**src/rtl/raven_uart_pkg.sv**
```systemverilog
// Shared types and constants for the Raven UART transmitter.
// RAVEN_UART_TX_PARITY_EN adds an even-parity bit (PARITY state) after the data bits.
package raven_uart_pkg;

`ifdef RAVEN_UART_TX_PARITY_EN
  typedef enum logic [2:0] {
    ST_IDLE   = 3'd0,
    ST_START  = 3'd1,
    ST_DATA   = 3'd2,
    ST_PARITY = 3'd3,
    ST_STOP   = 3'd4
  } tx_state_t;
  localparam int unsigned FRAME_BITS = 11;
`else
  typedef enum logic [1:0] {
    ST_IDLE  = 2'd0,
    ST_START = 2'd1,
    ST_DATA  = 2'd2,
    ST_STOP  = 2'd3
  } tx_state_t;
  localparam int unsigned FRAME_BITS = 10;
`endif

  localparam logic [15:0] DIV_MIN       = 16'd4;
  localparam int unsigned DATA_BITS     = 8;
  localparam logic [2:0]  LAST_DATA_BIT = 3'(DATA_BITS - 1);

  function automatic logic [15:0] clamp_div(input logic [15:0] d);
    return (d < DIV_MIN) ? DIV_MIN : d;
  endfunction

endpackage

```
**src/rtl/raven_uart_tx_fifo.sv**
```systemverilog
// Synchronous byte FIFO feeding the UART transmitter; DEPTH must be a power of two.
module raven_uart_tx_fifo #(
  parameter int unsigned DEPTH = 8
) (
  input  logic                     clk,
  input  logic                     reset,
  input  logic                     push,
  input  logic [7:0]               din,
  input  logic                     pop,
  output logic [7:0]               dout,
  output logic                     full,
  output logic                     empty,
  output logic [$clog2(DEPTH):0]   level
);

  localparam int unsigned AW = $clog2(DEPTH);

  logic [7:0]    mem [DEPTH];
  logic [AW-1:0] wr_ptr;
  logic [AW-1:0] rd_ptr;
  logic          push_ok;
  logic          pop_ok;

  assign full    = (level == (AW+1)'(DEPTH));
  assign empty   = (level == '0);
  // Full refuses the push even when a pop happens in the same cycle.
  assign push_ok = push & ~full;
  assign pop_ok  = pop & ~empty;
  assign dout    = mem[rd_ptr];

  always_ff @(posedge clk) begin
    if (push_ok) begin
      mem[wr_ptr] <= din;
    end
  end

  always_ff @(posedge clk) begin
    if (reset) begin
      wr_ptr <= '0;
      rd_ptr <= '0;
      level  <= '0;
    end else begin
      if (push_ok) begin
        wr_ptr <= wr_ptr + 1'b1;
      end
      if (pop_ok) begin
        rd_ptr <= rd_ptr + 1'b1;
      end
      if (push_ok && !pop_ok) begin
        level <= level + 1'b1;
      end else if (pop_ok && !push_ok) begin
        level <= level - 1'b1;
      end
    end
  end

endmodule

```
**src/rtl/raven_uart_tx.sv**
```systemverilog
// Buffered 8N1 UART transmitter: CPU bytes queue in a FIFO and are serialised LSB-first on ser_tx.
// RAVEN_UART_TX_PARITY_EN inserts an even-parity bit before the stop bit.
module raven_uart_tx
  import raven_uart_pkg::*;
#(
  parameter int unsigned FIFO_DEPTH = 8,
  parameter logic [15:0] DIV_RESET  = 16'd16
) (
  input  logic                          clk,
  input  logic                          reset,
  input  logic                          reg_div_we,
  input  logic [15:0]                   reg_div_di,
  output logic [15:0]                   reg_div_do,
  input  logic                          reg_dat_we,
  input  logic [7:0]                    reg_dat_di,
  output logic                          reg_dat_wait,
  output logic [$clog2(FIFO_DEPTH):0]   fifo_level,
  output logic                          busy,
  output logic                          ser_tx
);

  tx_state_t   state, state_n;
  logic [15:0] div;
  logic [15:0] baud_cnt, baud_n;
  logic [2:0]  bit_cnt, bit_n;
  logic [7:0]  shifter, shift_n;
  logic        line;
  logic        pop;
  logic        fifo_full;
  logic        fifo_empty;
  logic [7:0]  fifo_dout;
  logic        bit_end;
`ifdef RAVEN_UART_TX_PARITY_EN
  logic        parity, parity_n;
`endif

  raven_uart_tx_fifo #(
    .DEPTH (FIFO_DEPTH)
  ) u_fifo (
    .clk   (clk),
    .reset (reset),
    .push  (reg_dat_we),
    .din   (reg_dat_di),
    .pop   (pop),
    .dout  (fifo_dout),
    .full  (fifo_full),
    .empty (fifo_empty),
    .level (fifo_level)
  );

  assign reg_dat_wait = reg_dat_we & fifo_full;
  assign reg_div_do   = div;
  assign busy         = (state != ST_IDLE) | ~fifo_empty;
  assign bit_end      = (baud_cnt == '0);

  always_ff @(posedge clk) begin
    if (reset) begin
      div <= clamp_div(DIV_RESET);
    end else if (reg_div_we) begin
      div <= clamp_div(reg_div_di);
    end
  end

  // The period is sampled into baud_cnt at each bit boundary, so a divider write never stretches the active bit.
  always_comb begin
    state_n = state;
    baud_n  = baud_cnt;
    bit_n   = bit_cnt;
    shift_n = shifter;
    pop     = 1'b0;
    line    = 1'b1;
`ifdef RAVEN_UART_TX_PARITY_EN
    parity_n = parity;
`endif
    case (state)
      ST_IDLE: begin
        line = 1'b1;
        if (!fifo_empty) begin
          pop     = 1'b1;
          shift_n = fifo_dout;
          baud_n  = div - 16'd1;
          state_n = ST_START;
`ifdef RAVEN_UART_TX_PARITY_EN
          parity_n = ^fifo_dout;
`endif
        end
      end
      ST_START: begin
        line = 1'b0;
        if (bit_end) begin
          baud_n  = div - 16'd1;
          bit_n   = '0;
          state_n = ST_DATA;
        end else begin
          baud_n = baud_cnt - 16'd1;
        end
      end
      ST_DATA: begin
        line = shifter[0];
        if (bit_end) begin
          baud_n  = div - 16'd1;
          shift_n = {1'b0, shifter[7:1]};
          bit_n   = bit_cnt + 3'd1;
          if (bit_cnt == LAST_DATA_BIT) begin
`ifdef RAVEN_UART_TX_PARITY_EN
            state_n = ST_PARITY;
`else
            state_n = ST_STOP;
`endif
          end
        end else begin
          baud_n = baud_cnt - 16'd1;
        end
      end
`ifdef RAVEN_UART_TX_PARITY_EN
      ST_PARITY: begin
        line = parity;
        if (bit_end) begin
          baud_n  = div - 16'd1;
          state_n = ST_STOP;
        end else begin
          baud_n = baud_cnt - 16'd1;
        end
      end
`endif
      ST_STOP: begin
        line = 1'b1;
        if (bit_end) begin
          if (!fifo_empty) begin
            pop     = 1'b1;
            shift_n = fifo_dout;
            baud_n  = div - 16'd1;
            state_n = ST_START;
`ifdef RAVEN_UART_TX_PARITY_EN
            parity_n = ^fifo_dout;
`endif
          end else begin
            state_n = ST_IDLE;
          end
        end else begin
          baud_n = baud_cnt - 16'd1;
        end
      end
      default: begin
        state_n = ST_IDLE;
      end
    endcase
  end

  always_ff @(posedge clk) begin
    if (reset) begin
      state    <= ST_IDLE;
      baud_cnt <= '0;
      bit_cnt  <= '0;
      shifter  <= '0;
      ser_tx   <= 1'b1;
`ifdef RAVEN_UART_TX_PARITY_EN
      parity   <= 1'b0;
`endif
    end else begin
      state    <= state_n;
      baud_cnt <= baud_n;
      bit_cnt  <= bit_n;
      shifter  <= shift_n;
      ser_tx   <= line;
`ifdef RAVEN_UART_TX_PARITY_EN
      parity   <= parity_n;
`endif
    end
  end

endmodule
```
**config.mk**
```make
export PLATFORM = sky130hd
export DESIGN_NAME = raven_uart_tx
export DESIGN_NICKNAME = d
export VERILOG_FILES = /design/src/rtl/raven_uart_pkg.sv /design/src/rtl/raven_uart_tx_fifo.sv /design/src/rtl/raven_uart_tx.sv
export SDC_FILE = /design/constraint.sdc
export NUM_CORES = 1
export LEC_CHECK = 0
export BUFFER_PORTS_ARGS = -buffer_cell sky130_fd_sc_hd__buf_2
export CAP_MARGIN = 20
export CORE_MARGIN = 5
export CORE_UTILIZATION = 60
export CTS_CLUSTER_DIAMETER = 40
export DETAILED_ROUTE_END_ITERATION = 8
export PLACE_DENSITY = 0.81
export SKIP_CTS_REPAIR_TIMING = 1
export SYNTH_ARGS = -nofsm -noshare
export SYNTH_HDL_FRONTEND = slang
export SYNTH_SLANG_ARGS = --single-unit
```
**constraint.sdc**
```tcl
create_clock -name clk -period 3.67 [get_ports clk]
set_input_delay 0.367 -clock clk [delete_from_list [all_inputs] [get_ports clk]]
set_output_delay 0.367 -clock clk [all_outputs]
set_load 0.01 [all_outputs]
```
Word-level counts from Yosys, hierarchy flattened
Memory sizes are Yosys's and may differ from the RTL's. A register that Yosys moved wholly into a read port is not among the register bits.
Index checks and enable logic that the tools add are counted.
W data, S select, Z words.
{ "classes": {"n_addsub": 7, "order_cmp": 1, "eq_ne": 10, "muxes": 29, "bitwise": 6, "n_reduce_logical": 16} }
{ "ops": {"columns": ["op", "n"], "rows": [
  ["$mux W16", 4],
  ["$pmux W16 S3", 1],
  ["$sub A16 B1 Y16 const B", 2],
  ["$mux W8", 3],
  ["$pmux W8 S3", 1],
  ["$logic_not A16 Y1", 1],
  ["$lt A16 B3 Y1 const B", 1],
  ["$mux W3", 4],
  ["$mux W2", 5],
  ["$ne A2 B2 Y1 const B", 5],
  ["$add A3 B1 Y3 const B", 3],
  ["$mux W4", 2],
  ["$pmux W2 S4", 1],
  ["$pmux W3 S2", 1],
  ["$reduce_and A3 Y1", 2],
  ["$reduce_bool A2 Y1", 3],
  ["$mux W1", 5],
  ["$reduce_and A5 Y1", 1],
  ["$add A4 B1 Y4 const B", 1],
  ["$eq A2 B2 Y1 const B", 2],
  ["$eq A4 B4 Y1 const B", 1],
  ["$logic_not A4 Y1", 1],
  ["$reduce_or A2 Y1", 2],
  ["$sub A4 B1 Y4 const B", 1],
  ["11 further kinds", 16]
]} }
{ "word_totals": {"ff_bits": 56, "ram_bits": 64, "inputBits": 28, "output_inout_bits": 23, "wordCells": 79, "memories": 1} }
{ "memory_table": {"columns": ["memory", "words", "word_bits", "read_ports", "rd_ports_with_merged_regs", "wr", "line_no", "text"], "rows": [
  ["u_fifo.mem", 8, 8, 1, 1, 1, "raven_uart_tx_fifo.sv:18", "logic [7:0] mem [DEPTH];"]
]} }

Longest topological paths before layout
{ "logic_depth": {"word_depth": 8, "depth_mapped": 15, "mapped_depth_nobuf": 14} }

Hierarchy
A second synthesis with hierarchy kept.
{ "hier_totals": {"hier_cells": 518, "hier_area_um2": 6008.3} }
{ "by_module_without_submodules": {"columns": ["module", "n_inst", "cells_per_inst", "area_per_inst_um2", "seq_area_each_um2"], "rows": [
  ["raven_uart_tx_fifo", 1, 166, 3067.9, 2182.1],
  ["raven_uart_tx", 1, 352, 2940.3, 920.9]
]} }

Least setup slack after synthesis
No wires, ideal clock.
{ "synth_timing": {"kind": "flip-flop to flip-flop", "startpoint": "register baud_cnt[0]", "endpoint": "register u_fifo.level[3]", "setup_time_ns": 0.070, "arrival_ns": 3.030, "t_required_ns": 3.600, "slack_ns": 0.570, "path_stages_with_launch": 16, "path_buffers": 1, "synth_period_minus_slack_ns": 3.100, "cell_sequence": "dfxtp_1 -> inv_1 -> ha_1 -> nor3b_1 -> and4_1 -> clkbuf_2 -> a21oi_1 -> or3_1 -> ha_1 -> inv_1 -> ha_1 -> a21o_1 -> a21oi_1 -> xnor2_1 -> or3_1 -> a21oi_1"} }
{ "synth_between": {"elab_chain_cells": 7, "elab_cells_between_ends": 9, "cone_classes": "mux: 3; bitwise: 1; reduce/logical: 5"} }
{ "synth_lines": {"columns": ["element", "line_no", "text"], "rows": [
  ["start: declaration", "raven_uart_tx.sv:24", "logic [15:0] baud_cnt, baud_n;"],
  ["start signal: assignment", "raven_uart_tx.sv:162", "baud_cnt <= baud_n;"],
  ["$logic_not A16 Y1 (*)", "raven_uart_tx.sv:54", "assign bit_end = (baud_cnt == '0);"],
  ["$mux W1 (*)", "raven_uart_tx.sv:128", "if (bit_end) begin"],
  ["$pmux W1 S2 (*)", "raven_uart_tx.sv:75", "case (state)"],
  ["$and A1 B1 Y1 (*)", "raven_uart_tx_fifo.sv:28", "assign pop_ok = pop & ~empty;"],
  ["$logic_not A1 Y1", "raven_uart_tx_fifo.sv:49", "if (push_ok && !pop_ok) begin"],
  ["$logic_and A1 B1 Y1", "raven_uart_tx_fifo.sv:49", null],
  ["$mux W4 or $reduce_bool A2 Y1 (tied branches)", null, null],
  ["end signal: assignment", "raven_uart_tx_fifo.sv:50", "level <= level + 1'b1;"],
  ["end signal: assignment", "raven_uart_tx_fifo.sv:52", "level <= level - 1'b1;"],
  ["end: declaration", "raven_uart_tx_fifo.sv:13", "output logic [$clog2(DEPTH):0] level"]
]} }
Every way passes the cells marked *; elsewhere a longest branch is shown, timed or not.
A chain may end at the register's enable or synchronous reset.

Worst setup path after layout
Same ends and word-level chain as after synthesis.

==> out/summary.json <==
{
  "run_status": {
    "outcome": "finished clean"
  },
  "floorplan": {
    "placement_rows": 36,
    "core_mm2": 0.00977,
    "effective_utilization_at_floorplan_pct": 61.7,
    "floorplan.die_area_mm2": 0.0122,
    "die_y_um": 110,
    "num_io_pins": 51,
    "die_w_um": 110
  },
  "cells_and_area": {
    "antenna_cells": 0,
    "final_common_cell": "nor2_1",
    "num-nets-final": 630,
    "final_cell_mix": "nor2_1 (67), edfxtp_1 (64), dfxtp_1 (59), buf_2 (50), mux2i_1 (35)",
    "layout-area-overhead-vs-synth_pct": 16.3,
    "postLayoutCellArea_mm2": 0.00701,
    "drive_gt1_share_pct": 21.7,
    "layout.cells.non_filler": 733,
    "final_util_pct": 71.7
  },
  "placed_design": {
    "place_area_mm2": 0.00639,
    "count_of_buffers_from_port_buffering": 50,
    "routabilityCongestion": 0.955,
    "dp_cells": 701,
    "post_dp_hpwl_mm": 9.82
  },
  "timing": {
    "slew_viol_final": 0,
    "final_critical_path_share_of_the_clock_period_pct": 95.5,
    "skew_ns": 0.0117,
    "final-hold-violation-count": 0,
    "worst-slew-pin-transition_ns": 0.917,
    "max_slew_margin_pct": 38.6,
    "min_period_ns": 3.50,
    "max_freq_mhz": 285,
    "setup_repair_after_global_routing_missed_its_margin": "false",
    "setup_viol": 0
  },
  "global_route": {
    "grt_max_degree": 49,
    "grt_antenna_before_repair": 0,
    "grt-ovfl-total": 0,
    "global_route_wire_length_before_repair_mm": 24.9,
    "groute.usage.overall_pct": 27.5,
    "vias_in_the_first_global_route": 4720
  },
  "synth": {
    "postSynthNetCount": 585,
    "netlist_instances": 542,
    "synth.lib_cells_used.distinct": 65,
    "postSynthRegisterBits": 123,
    "synth_seq_area_share_pct": 51.5,
    "post_synth_instance_area_mm2": 0.00603,
    "yosysWarnings": 0,
    "synth-edff-count": 64,
    "synth_async_sr_flop_share_pct": 0,
    "ys.flop_type": "edfxtp_1",
    "synthesis.area_per_instance_um2": 11.1
  },
  "drt": {
    "drt_pre_antenna_iters": 6,
    "ant_nets": 0,
    "route.detailed.vias_per_inst": 6.46,
    "route.vias.total": 4736,
    "drc_errors": 0,
    "routed_wl_mm": 15.7,
    "drt-initial-drc-count": 448,
    "post_dr_wirelength_cell_um": 21.4
  },
  "power": {
    "power.leakage_nw": 2.67,
    "maximum_vdd_drop_mv": 0.587,
    "power_density_of_the_placed_cells_mw_per_mm2": 866,
    "total_power_w": 0.00607
  },
  "worst_setup_path": {
    "critical_path.n_buffers_inverters": 2,
    "critical_path.slowest_cell": "or3_1",
    "cp_slowest_stage_delay_ns": 0.42,
    "kind_of_launch_point_of_the_worst_setup_path": "register",
    "critical-path-top-delay-family": "simple AND/OR/NAND/NOR gates",
    "crit_chain": "inv_1 > ha_2 > nor3b_4 > and4_1 > a21oi_1 > or3_1 > ha_1 > inv_1 > ha_1 > a21o_1 > a21oi_2 > xnor2_1 > or3_1 > a21oi_1",
    "cp_endpoint_kind": "register",
    "critical_path_required_ns": 4.09,
    "critPathMaxFanout": 6,
    "critPathKind": "reg2reg",
    "worst_ep_arrival_time_ns": 3.92
  },
  "clock_tree": {
    "cts_made_buffers": 17,
    "tritoncts_clock_tree": "done",
    "ctsHtreeMaxLevel": 4,
    "max-clock-path-buffers": 2,
    "cts_root_buffer": "clkbuf_8",
    "cts.sinks": 123,
    "clkTransAtPathRegs_ns": 0.07,
    "clock_latency_on_the_worst_skew_pair_ns": 0.51
  },
  "worst_hold_path": {
    "hold_crit_class": "in2reg"
  },
  "job": {
    "maxCapViolCount": 0
  }
}
[Yosys cell counts, drive strengths merged (4+ instances only)]
| cell | number | area (µm²) |
|---|---|---|
| nand3 | 6 | 30.0 |
| mux2i | 35 | 350 |
| buf | 11 | 57.6 |
| nor3 | 16 | 85.1 |
| a21oi | 26 | 130 |
| xnor2 | 10 | 87.6 |
| or4 | 9 | 67.6 |
| o31ai | 6 | 45.0 |
| edfxtp | 64 | 1920 |
| clkbuf | 26 | 98.8 |
| nor4 | 18 | 155 |
| o21ai | 21 | 105 |
| a31oi | 6 | 37.5 |
| a211oi | 4 | 35.0 |
| o211ai | 4 | 30.0 |
| or2 | 6 | 37.5 |
| mux4 | 16 | 360 |
| xor2 | 13 | 114 |
| nand2b | 5 | 31.3 |
| inv | 11 | 41.3 |
| o22ai | 4 | 25.0 |
| a22oi | 5 | 37.5 |
| ha | 14 | 175 |
| dfxtp | 59 | 1180 |
| nor2 | 67 | 251 |
| nand2 | 28 | 105 |
| or3 | 8 | 55.1 |
[flip-flops by register name, indices dropped and copies added, names as in the netlist, named ones only]
register and flops:
shifter 8, state 2, ser_tx 1, u_fifo.mem 64, bit_cnt 3, u_fifo.level 4
u_fifo.rd_ptr 3, baud_cnt 16, u_fifo.wr_ptr 3, reg_div_do 16
[cells by family after synthesis]
family | count (synthesis) | share of synthesized area, %
XOR/XNOR | 23 | 3.34
multiplexers | 52 | 12.0
adder cells (fa/ha/maj) | 15 | 3.24
flip-flops | 123 | 51.5
AO/OA/AOI/OAI | 101 | 11.0
buffers and inverters | 48 | 3.28
AND/OR/NAND/NOR | 180 | 15.7
[where the power goes]
group	leakage (nW)	switching [W]	internal (W)	total, W
clock	0.295	0.000739	0.000953	0.00169
combinational	1.30	0.00141	0.00102	0.00243
sequential	1.07	0.000289	0.00166	0.00195
[stage by stage]
| step | hold slack [ns] | worst slack (ns) | setup TNS (ns) |
|---|---|---|---|
| final | 0.111 | 0.167 | 0 |
| after global routing | 0.103 | 0.0193 | 0 |
| after CTS | 0.101 | -0.0231 | -0.0231 |
| after detailed placement | 0.450 | 0.226 | 0 |
| after global placement | 0.442 | 0.431 | 0 |
| after floorplan | 0.436 | 0.570 | 0 |
[worst min-delay path: stages]
cell,delay [ns]
buf_2,0.09
mux2i_1,0.06
nor2_1,0.08
[area by class of cell]
class | count | area (µm²)
fill | 657 | 2770
clock inverter | 15 | 191
tap | 133 | 166
timing repair buffer | 63 | 348
inverter | 11 | 41.3
clock buffer | 17 | 414
sequential | 123 | 3100
multi-input combinational | 371 | 2750
[layer usage]
layer | GRT usage (%) | vias to the layer above | routed length, µm
met5 | 0 | - | 0
met4 | 9.23 | 0 | 423
met2 | 47.2 | 246 | 8190
li1 | - | 2130 | -
met3 | 5.71 | 38 | 1050
met1 | 34.9 | 2322 | 6050
[worst paths after layout]
kind | startpoint | end | slack, ns | cells past startpoint
worst min-delay path | reg_div_di[7] | reg_div_do[7] | 0.11 | 3
worst max register to register | baud_cnt[0] | u_fifo.level[3] | 0.17 | 14
worst min register to register | bit_cnt[1] | bit_cnt[1] | 0.46 | 2
worst max-delay path | baud_cnt[0] | u_fifo.level[3] | 0.17 | 14
(Power assumes the default switching activity.)
